==> src/rtl/c_wait_merge_sync_n.sv <==
// rtl/c_wait_merge_sync_n.sv - clocked N-channel wait-merge (join) with mask, error flags and merge counter
module c_wait_merge_sync_n #(
    parameter int N_CH   = 5,
    parameter int DATA_W = 3,
    parameter int CNT_W  = 8
) (
    input  logic                     clk,
    input  logic                     rst,
    input  logic [N_CH-1:0]          i_drive,
    input  logic [N_CH*DATA_W-1:0]   i_data,
    input  logic [N_CH-1:0]          i_mask,
    output logic [N_CH-1:0]          o_free,
    output logic                     o_driveNext,
    output logic [N_CH*DATA_W-1:0]   o_data,
    input  logic                     i_freeNext,
    output logic [1:0]               o_err,
    output logic [CNT_W-1:0]         o_mergeCnt
);

    typedef enum logic [1:0] {
        COLLECT   = 2'd0,
        FIRE      = 2'd1,
        WAIT_FREE = 2'd2,
        RELEASE   = 2'd3
    } state_t;

    state_t                   state;
    logic [N_CH-1:0]          pend;
    logic [N_CH-1:0]          mask_q;
    logic [N_CH*DATA_W-1:0]   data_q;

    logic [N_CH-1:0]          pend_base;
    logic [N_CH-1:0]          pend_next;
    logic [N_CH-1:0]          capture;
    logic [N_CH-1:0]          pass_ack;
    logic [N_CH-1:0]          overrun;
    logic                     fire;

    // Classify every incoming drive: capture into a free slot, ack straight back, or flag overrun.
    // RELEASE behaves like COLLECT but against an already-cleared pending set.
    always_comb begin
        pend_base = '0;
        pend_next = pend;
        capture   = '0;
        pass_ack  = '0;
        overrun   = '0;
        fire      = 1'b0;
        case (state)
            COLLECT, RELEASE: begin
                pend_base = (state == RELEASE) ? '0 : pend;
                pend_next = pend_base;
                for (int k = 0; k < N_CH; k++) begin
                    if (i_drive[k]) begin
                        if (!i_mask[k]) begin
                            pass_ack[k] = 1'b1;
                        end else if (pend_base[k]) begin
                            overrun[k] = 1'b1;
                        end else begin
                            capture[k]   = 1'b1;
                            pend_next[k] = 1'b1;
                        end
                    end
                end
                fire = (state == COLLECT) && (&(pend_next | ~i_mask)) && (|i_mask);
            end
            FIRE, WAIT_FREE: begin
                for (int k = 0; k < N_CH; k++) begin
                    if (i_drive[k]) begin
                        if (pend[k]) begin
                            overrun[k] = 1'b1;
                        end else begin
                            pass_ack[k] = 1'b1;
                        end
                    end
                end
            end
            default: begin
                pend_next = pend;
            end
        endcase
    end

    // Merge FSM with registered handshake outputs, data capture, sticky errors and counter.
    always_ff @(posedge clk or posedge rst) begin
        if (rst) begin
            state       <= COLLECT;
            pend        <= '0;
            mask_q      <= '0;
            data_q      <= '0;
            o_free      <= '0;
            o_driveNext <= 1'b0;
            o_err       <= 2'b00;
            o_mergeCnt  <= '0;
        end else begin
            o_free      <= pass_ack | ((state == RELEASE) ? pend : '0);
            o_driveNext <= 1'b0;
            pend        <= pend_next;
            if (|overrun) begin
                o_err[0] <= 1'b1;
            end
            for (int k = 0; k < N_CH; k++) begin
                if (capture[k]) begin
                    data_q[k*DATA_W +: DATA_W] <= i_data[k*DATA_W +: DATA_W];
                end
            end
            case (state)
                COLLECT: begin
                    if (i_freeNext) begin
                        o_err[1] <= 1'b1;
                    end
                    if (fire) begin
                        mask_q      <= i_mask;
                        o_driveNext <= 1'b1;
                        state       <= FIRE;
                    end
                end
                FIRE: begin
                    state <= i_freeNext ? RELEASE : WAIT_FREE;
                end
                WAIT_FREE: begin
                    if (i_freeNext) begin
                        state <= RELEASE;
                    end
                end
                RELEASE: begin
                    if (i_freeNext) begin
                        o_err[1] <= 1'b1;
                    end
                    o_mergeCnt <= o_mergeCnt + CNT_W'(1);
                    state      <= COLLECT;
                end
                default: begin
                    state <= COLLECT;
                end
            endcase
        end
    end

    // Present merged data with slots of non-participating channels forced to zero.
    always_comb begin
        o_data = '0;
        for (int k = 0; k < N_CH; k++) begin
            o_data[k*DATA_W +: DATA_W] = mask_q[k] ? data_q[k*DATA_W +: DATA_W] : '0;
        end
    end

endmodule
==> config.mk <==
export PLATFORM = sky130hd
export DESIGN_NAME = c_wait_merge_sync_n
export DESIGN_NICKNAME = d
export VERILOG_FILES = /design/src/rtl/c_wait_merge_sync_n.sv
export SDC_FILE = /design/constraint.sdc
export NUM_CORES = 1
export LEC_CHECK = 0
export ABC_AREA = 1
export CORE_UTILIZATION = 43
export DETAILED_ROUTE_END_ITERATION = 8
export PLACE_DENSITY = 0.75
export SLEW_MARGIN = 5
export SYNTH_ARGS = -nofsm -noshare
export SYNTH_HDL_FRONTEND = slang
export SYNTH_SLANG_ARGS = --single-unit
==> constraint.sdc <==
create_clock -name clk -period 1.48 [get_ports clk]
set_input_delay 0.296 -clock clk [delete_from_list [all_inputs] [get_ports clk]]
set_output_delay 0.296 -clock clk [all_outputs]
set_load 0.01 [all_outputs]
==> flow_summary.yaml, run 1 <==
yosys:
  synth_top_area_share_pct: 49.4
  synth-seq-cells: 43
  yosys_warnings: 0
  syn-num-nets: 269
  syn-mean-instance-area_um2: 9.27
  ys_top_cells_by_area: "dfrtp_1 (49%), nand2_1 (8.3%), mux2_2 (7.8%), inv_1 (7.1%), ha_1 (3.4%)"
  seq_area_frac_synth_pct: 49.4
  yosysTopAreaCell: "dfrtp_1"
  synthCells: 235
  syn_area_um2: 2180
  synthDistinctLibCells: 25
clocking:
  h-tree-depth: 2
  clkSlewWorstSetupHoldPaths_ns: 0.08
  clockRootBuffer: "clkbuf_8"
  cts_buffers: 5
  insertion_delay_ns: 0.30
  ctsHoldBuffers: 0
  cts_tree: "done"
  clock-sinks: 43
  clockBufferDepth: 2
finish:
  drive_gt1_share_pct: 37.2
  area_delta_synth_final_pct: 64.7
  nFillCells: 359
  seq_area_um2: 1080
  antennaDiodeCount: 0
  layout.cells.non_filler: 425
  multi_input_comb_area_um2: 1080
  nNetsFinal: 391
die:
  die_w_um: 73.2
  io_pins: 59
  initial_core_util_pct: 45.5
  core_um2: 4790
  rows: 25
  design.die.area_um2: 5350
  die_y_um: 73.2
worst_setup_path:
  start_kind: "register"
  cp.required_ns: 1.67
  critPathMaxFanout: 4
  end_kind: "register"
  worstPathCellList: "inv_2, ha_4, buf_6, nor2_4, nand2_2, nor2_2, nand2_2, buf_4, nand2_2, o21ai_2"
  cpMostUsedCell: "nand2_2"
  cp_slowest_stage_delay_ns: 0.41
  ff2ff_setup_slack_ns: -0.15
  worst-setup-path-type: "reg -> reg"
  arrival_ns: 1.82
  slowest_stage: "dfrtp_1"
power:
  power_leakage_uw: 0.00201
  power.density_nw_per_um2: 2030
  ir_drop_v: 0.00126
global_routing:
  grt_max_degree: 44
  grtUsageTotal_pct: 21.8
  grt_pass1_vias: 1913
  antenna_found_initial: 0
  grt_overflow: 0
  grt_pass1_wl_mm: 8.69
timing:
  relSlewSlack_pct: 81.3
  drv_slew: 0
  hold_viol: 0
  worst_slack_ns: -0.145
  setup_violations: 22
  fmax_mhz: 615
  post-route-period-util_pct: 110
  tns_ns: -2.33
  fin_skew_ns: 0.00385
  period_needed_ns: 1.63
  tightest_slew_ns: 0.280
  grt_setup_unrepaired: "true"
place:
  dp_hpwl_mm: 3.72
  placedCellCount: 392
  io_buffers: 58
  place.gp.congestion: 0.797
drt:
  drcViolationCount: 0
  firstDrtPassIters: 4
  vias_per_cell: 4.72
  ant_nets: 0
  first_iter_violations: 84
  wl_per_cell_um: 13.2
  num_vias: 2006
  wirelength_mm: 5.59
job:
  max_cap_viol_count: 0
status:
  violations: "negative setup slack"
  status: "finished, violations left"
worst_hold_path:
  hold_class: "in -> async"
[stage by stage]
step                      worst slack, ns  hold WS [ns]  utilization (%)  power (µW)  cell area (µm²)
after global routing               -0.223         0.375             75.0        7790             3590
after global placement             -0.112         0.461             65.3        5090             3120
after detailed placement           -0.151         0.467             65.3        5210             3120
final                              -0.145         0.349             75.0        7280             3590
after floorplan                   -0.0368         0.440                -        3850             2210
after CTS                          -0.169         0.353             70.8        6490             3390
[layer usage]
metal	GRT usage, %	wire, µm
met1	26.2	2310
met5	0	0
met3	4.83	240
met4	6.97	97
met2	38.5	2950
[cell families after synthesis]
kind of cell	count (synthesis)	share of synthesized area, %
flops	43	49.4
mux	15	7.75
compound gates	31	8.44
fa+ha+maj	6	3.45
xor+xnor	7	2.81
buf+inv	46	9.02
simple gates	87	19.1
[critical path, delay by kind of cell (launching register included)]
kind	cells	cell delay (ns)
adder cells (fa/ha/maj)	1	0.26
flip-flops	1	0.41
AO/OA/AOI/OAI	1	0.05
buffers and inverters	3	0.37
AND/OR/NAND/NOR	5	0.43
[area by class of cell]
class,count,area share [%]
timing repair buffer,119,29.5
inverter,42,4.71
clock buffer,6,2.30
sequential,43,30.0
clock inverter,2,0.977
multi-input combinational,146,30.2
tap,67,2.34
[power breakdown]
| part | internal, µW | switching, µW |
|---|---|---|
| clock | 546 | 405 |
| combinational | 2280 | 1960 |
| sequential | 1690 | 396 |
| total | 4520 | 2770 |
[path summary, 6_finish.rpt]
kind	from	to	cells past startpoint
min	rst	o_mergeCnt[6]	3
min reg2reg	o_mergeCnt[7]	o_mergeCnt[7]	1
max	state[0]	mask_q[3]	10
min in group clk	o_mergeCnt[7]	o_mergeCnt[7]	1
max in group asynchronous	rst	data_q[1]	3
max reg2reg	state[0]	mask_q[3]	10
[what timing repair did]
action / CTS / global route
pin swaps: 2 / 11
buffers inserted: 14 / 11
resized for setup: 46 / 46
cloned: 0 / 0
setup endpoints to repair: 48 / 42
[synth_stat cells]
master / count
nor2_2: 2
buf_2: 1
o2111ai_1: 1
nand3_2: 4
mux2_2: 15
nand4_1: 2
nand3_1: 11
a21oi_1: 6
nand2_2: 10
o22ai_1: 3
inv_8: 1
inv_1: 41
xor2_1: 4
nor2_1: 7
o21bai_1: 1
buf_6: 2
o21ai_2: 5
ha_1: 6
clkbuf_1: 1
nand2_4: 2
nand2_1: 48
dfrtp_1: 43
nor3_1: 1
xnor2_1: 3
o21ai_0: 15
[state kept, by name (all words and copies together), names as in the netlist]
register     flops
o_mergeCnt       8
pend             5
o_err            2
state            2
o_driveNext      1
data_q          15
mask_q           5
o_free           5
[cell usage in the layout, fill, tap and decap left out, types with 4 or more instances in the layout]
cell	count
mux2_4	15
o21ai_2	6
buf_4	52
ha_1	4
o21ai_0	10
dlygate4sd2_1	18
inv_1	37
clkbuf_8	6
nand2_1	42
dfrtp_1	43
clkdlybuf4s50_1	28
dlymetal6s2s_1	6
nand2_2	13
nand2_4	5
o21ai_1	4
nor2_1	5
nand3_2	4
xor2_1	4
nand3_4	5
a21oi_1	6
buf_6	7
nand3_1	6
No activity file was read; power rests on OpenSTA's default activity.
==> run 2: changes to the inputs <==
RECOVER_POWER = 50   (was unset)
==> run 2 against run 1 <==
Effect of this change:
- the run still ends with negative setup slack left
- count of clock-buffer cells in the layout is the same
- die area unchanged
- sequential share of layout area up 0.13 points
- clock power hardly changed
- global-route usage stayed put
- flip-flop and latch count unchanged
- combinational power is essentially flat
- via count is 0.15% lower
==> flow_summary.yaml, run 2 (same netlist as run 1, synthesis figures left out) <==
drt:
  wirelength_mm: 5.59
  ant_nets: 0
  vias_per_cell: 4.71
  firstDrtPassIters: 4
  num_vias: 2003
  drcViolationCount: 0
  first_iter_violations: 84
  wl_per_cell_um: 13.2
finish:
  reg_top3: "data_q: 15 flops, o_mergeCnt: 8 flops"
  regMostFlops: "data_q"
  layout_commonest_cell: "buf_4"
  multi_input_comb_area_um2: 1080
  largest_register_ffs: 15
  antennaDiodeCount: 0
  final_core_util_pct: 74.6
  area_delta_synth_final_pct: 64.0
  nFillCells: 361
  nNetsFinal: 391
  final_cell_mix: "buf_4 (52), dfrtp_1 (43), nand2_1 (42), inv_1 (37), clkdlybuf4s50_1 (28)"
  seq_area_um2: 1080
  drive_gt1_share_pct: 36.9
worst_setup_path:
  cp.required_ns: 1.67
  ff2ff_setup_slack_ns: -0.15
  arrival_ns: 1.82
  end_kind: "register"
  rr_startpoint: "state[0]"
  rr_worst_depth: 10
  worst-setup-path-type: "reg -> reg"
  start_kind: "register"
  crit_start: "state[0]"
  critPathMaxFanout: 4
  timing.rr.end: "mask_q[3]"
die:
  io_pins: 59
  design.die.area_um2: 5350
  die_y_um: 73.2
  rows: 25
  core_um2: 4790
  initial_core_util_pct: 45.5
  die_w_um: 73.2
place:
  place.gp.congestion: 0.797
  io_buffers: 58
  dp_hpwl_mm: 3.72
timing:
  setup_violations: 22
  hold_slack_ns: 0.465
  drv_slew: 0
  post-route-period-util_pct: 110
  worst_slack_ns: -0.145
  period_needed_ns: 1.63
  relSlewSlack_pct: 36.9
  fin_skew_ns: 0.00383
  tns_ns: -2.33
  fmax_mhz: 615
  tightest_slew_ns: 0.947
  grt_setup_unrepaired: "true"
  hold_viol: 0
worst_hold_path:
  hold_end: "o_mergeCnt[7]"
  holdCritStartpoint: "o_mergeCnt[7]"
  min_path_cells: 1
  hold_class: "reg -> reg"
job:
  max_cap_viol_count: 0
global_routing:
  antenna_found_initial: 0
  grtUsageTotal_pct: 21.8
  grt_pass1_wl_mm: 8.69
  grt_overflow: 0
  grt_pass1_vias: 1913
  grt_max_degree: 44
clocking:
  cts_tree: "done"
  cts_buffers: 5
  clock-sinks: 43
  clockRootBuffer: "clkbuf_8"
  h-tree-depth: 2
  insertion_delay_ns: 0.30
  clkSlewWorstSetupHoldPaths_ns: 0.08
  clockBufferDepth: 2
power:
  ir_drop_v: 0.00126
  power_leakage_uw: 0.00200
  power.density_nw_per_um2: 2040
status:
  violations: "negative setup slack"
  status: "finished, violations left"
-- run 2: how the worst max path moves through the flow --
stage | to | slack (ns) | cells after the start
finish | mask_q[3] | -0.15 | 10
global route | state[0] | -0.22 | 11
CTS | data_q[1] | -0.17 | 5
detailed placement | mask_q[2] | -0.15 | 9
global placement | mask_q[2] | -0.11 | 9
floorplan | mask_q[3] | -0.04 | 11
-- run 2: cell type report --
class	instances	share of cell area, %
clock buffer	6	2.31
clock inverter	2	0.981
inverter	42	4.73
multi-input combinational	146	30.3
sequential	43	30.1
tap	67	2.35
timing repair buffer	119	29.2
-- run 2: timing repair --
| item | in CTS | in global routing |
|---|---|---|
| pin swaps | 2 | 11 |
| setup buffers | 14 | 11 |
| setup endpoints to repair | 48 | 42 |
| hold buffers | 0 | 0 |
| gates resized for setup | 46 | 46 |
-- run 2: metal layers --
layer  wire (µm)  track usage, %  vias up
met3         240            4.83        9
li1            -               -      988
met2        2940            38.5       54
met1        2310            26.2      952
met5           0               0        -
met4          97            6.97        0
-- run 2: stage by stage --
step,instance area [µm²],power (µW),instances,worst slack (ns)
2_1_floorplan,2210,3850,235,-0.0368
3_3_place_gp,3120,5090,392,-0.112
3_5_place_dp,3120,5210,392,-0.151
4_1_cts,3390,6490,414,-0.169
5_1_grt,3570,7780,425,-0.223
6_report,3570,7280,425,-0.145
-- run 2: where the power goes --
| group | switching, µW | total (µW) | internal, µW |
|---|---|---|---|
| sequential | 396 | 2080 | 1690 |
| clock | 405 | 951 | 546 |
| combinational | 1960 | 4240 | 2280 |
| total | 2760 | 7280 | 4510 |
-- run 2: critical path, cell delays in order (launching register included) --
cell	delay [ns]
dfrtp_1	0.41
inv_2	0.07
ha_4	0.26
buf_6	0.13
nor2_4	0.08
nand2_2	0.06
nor2_2	0.12
nand2_2	0.11
buf_4	0.17
nand2_2	0.06
o21ai_2	0.05
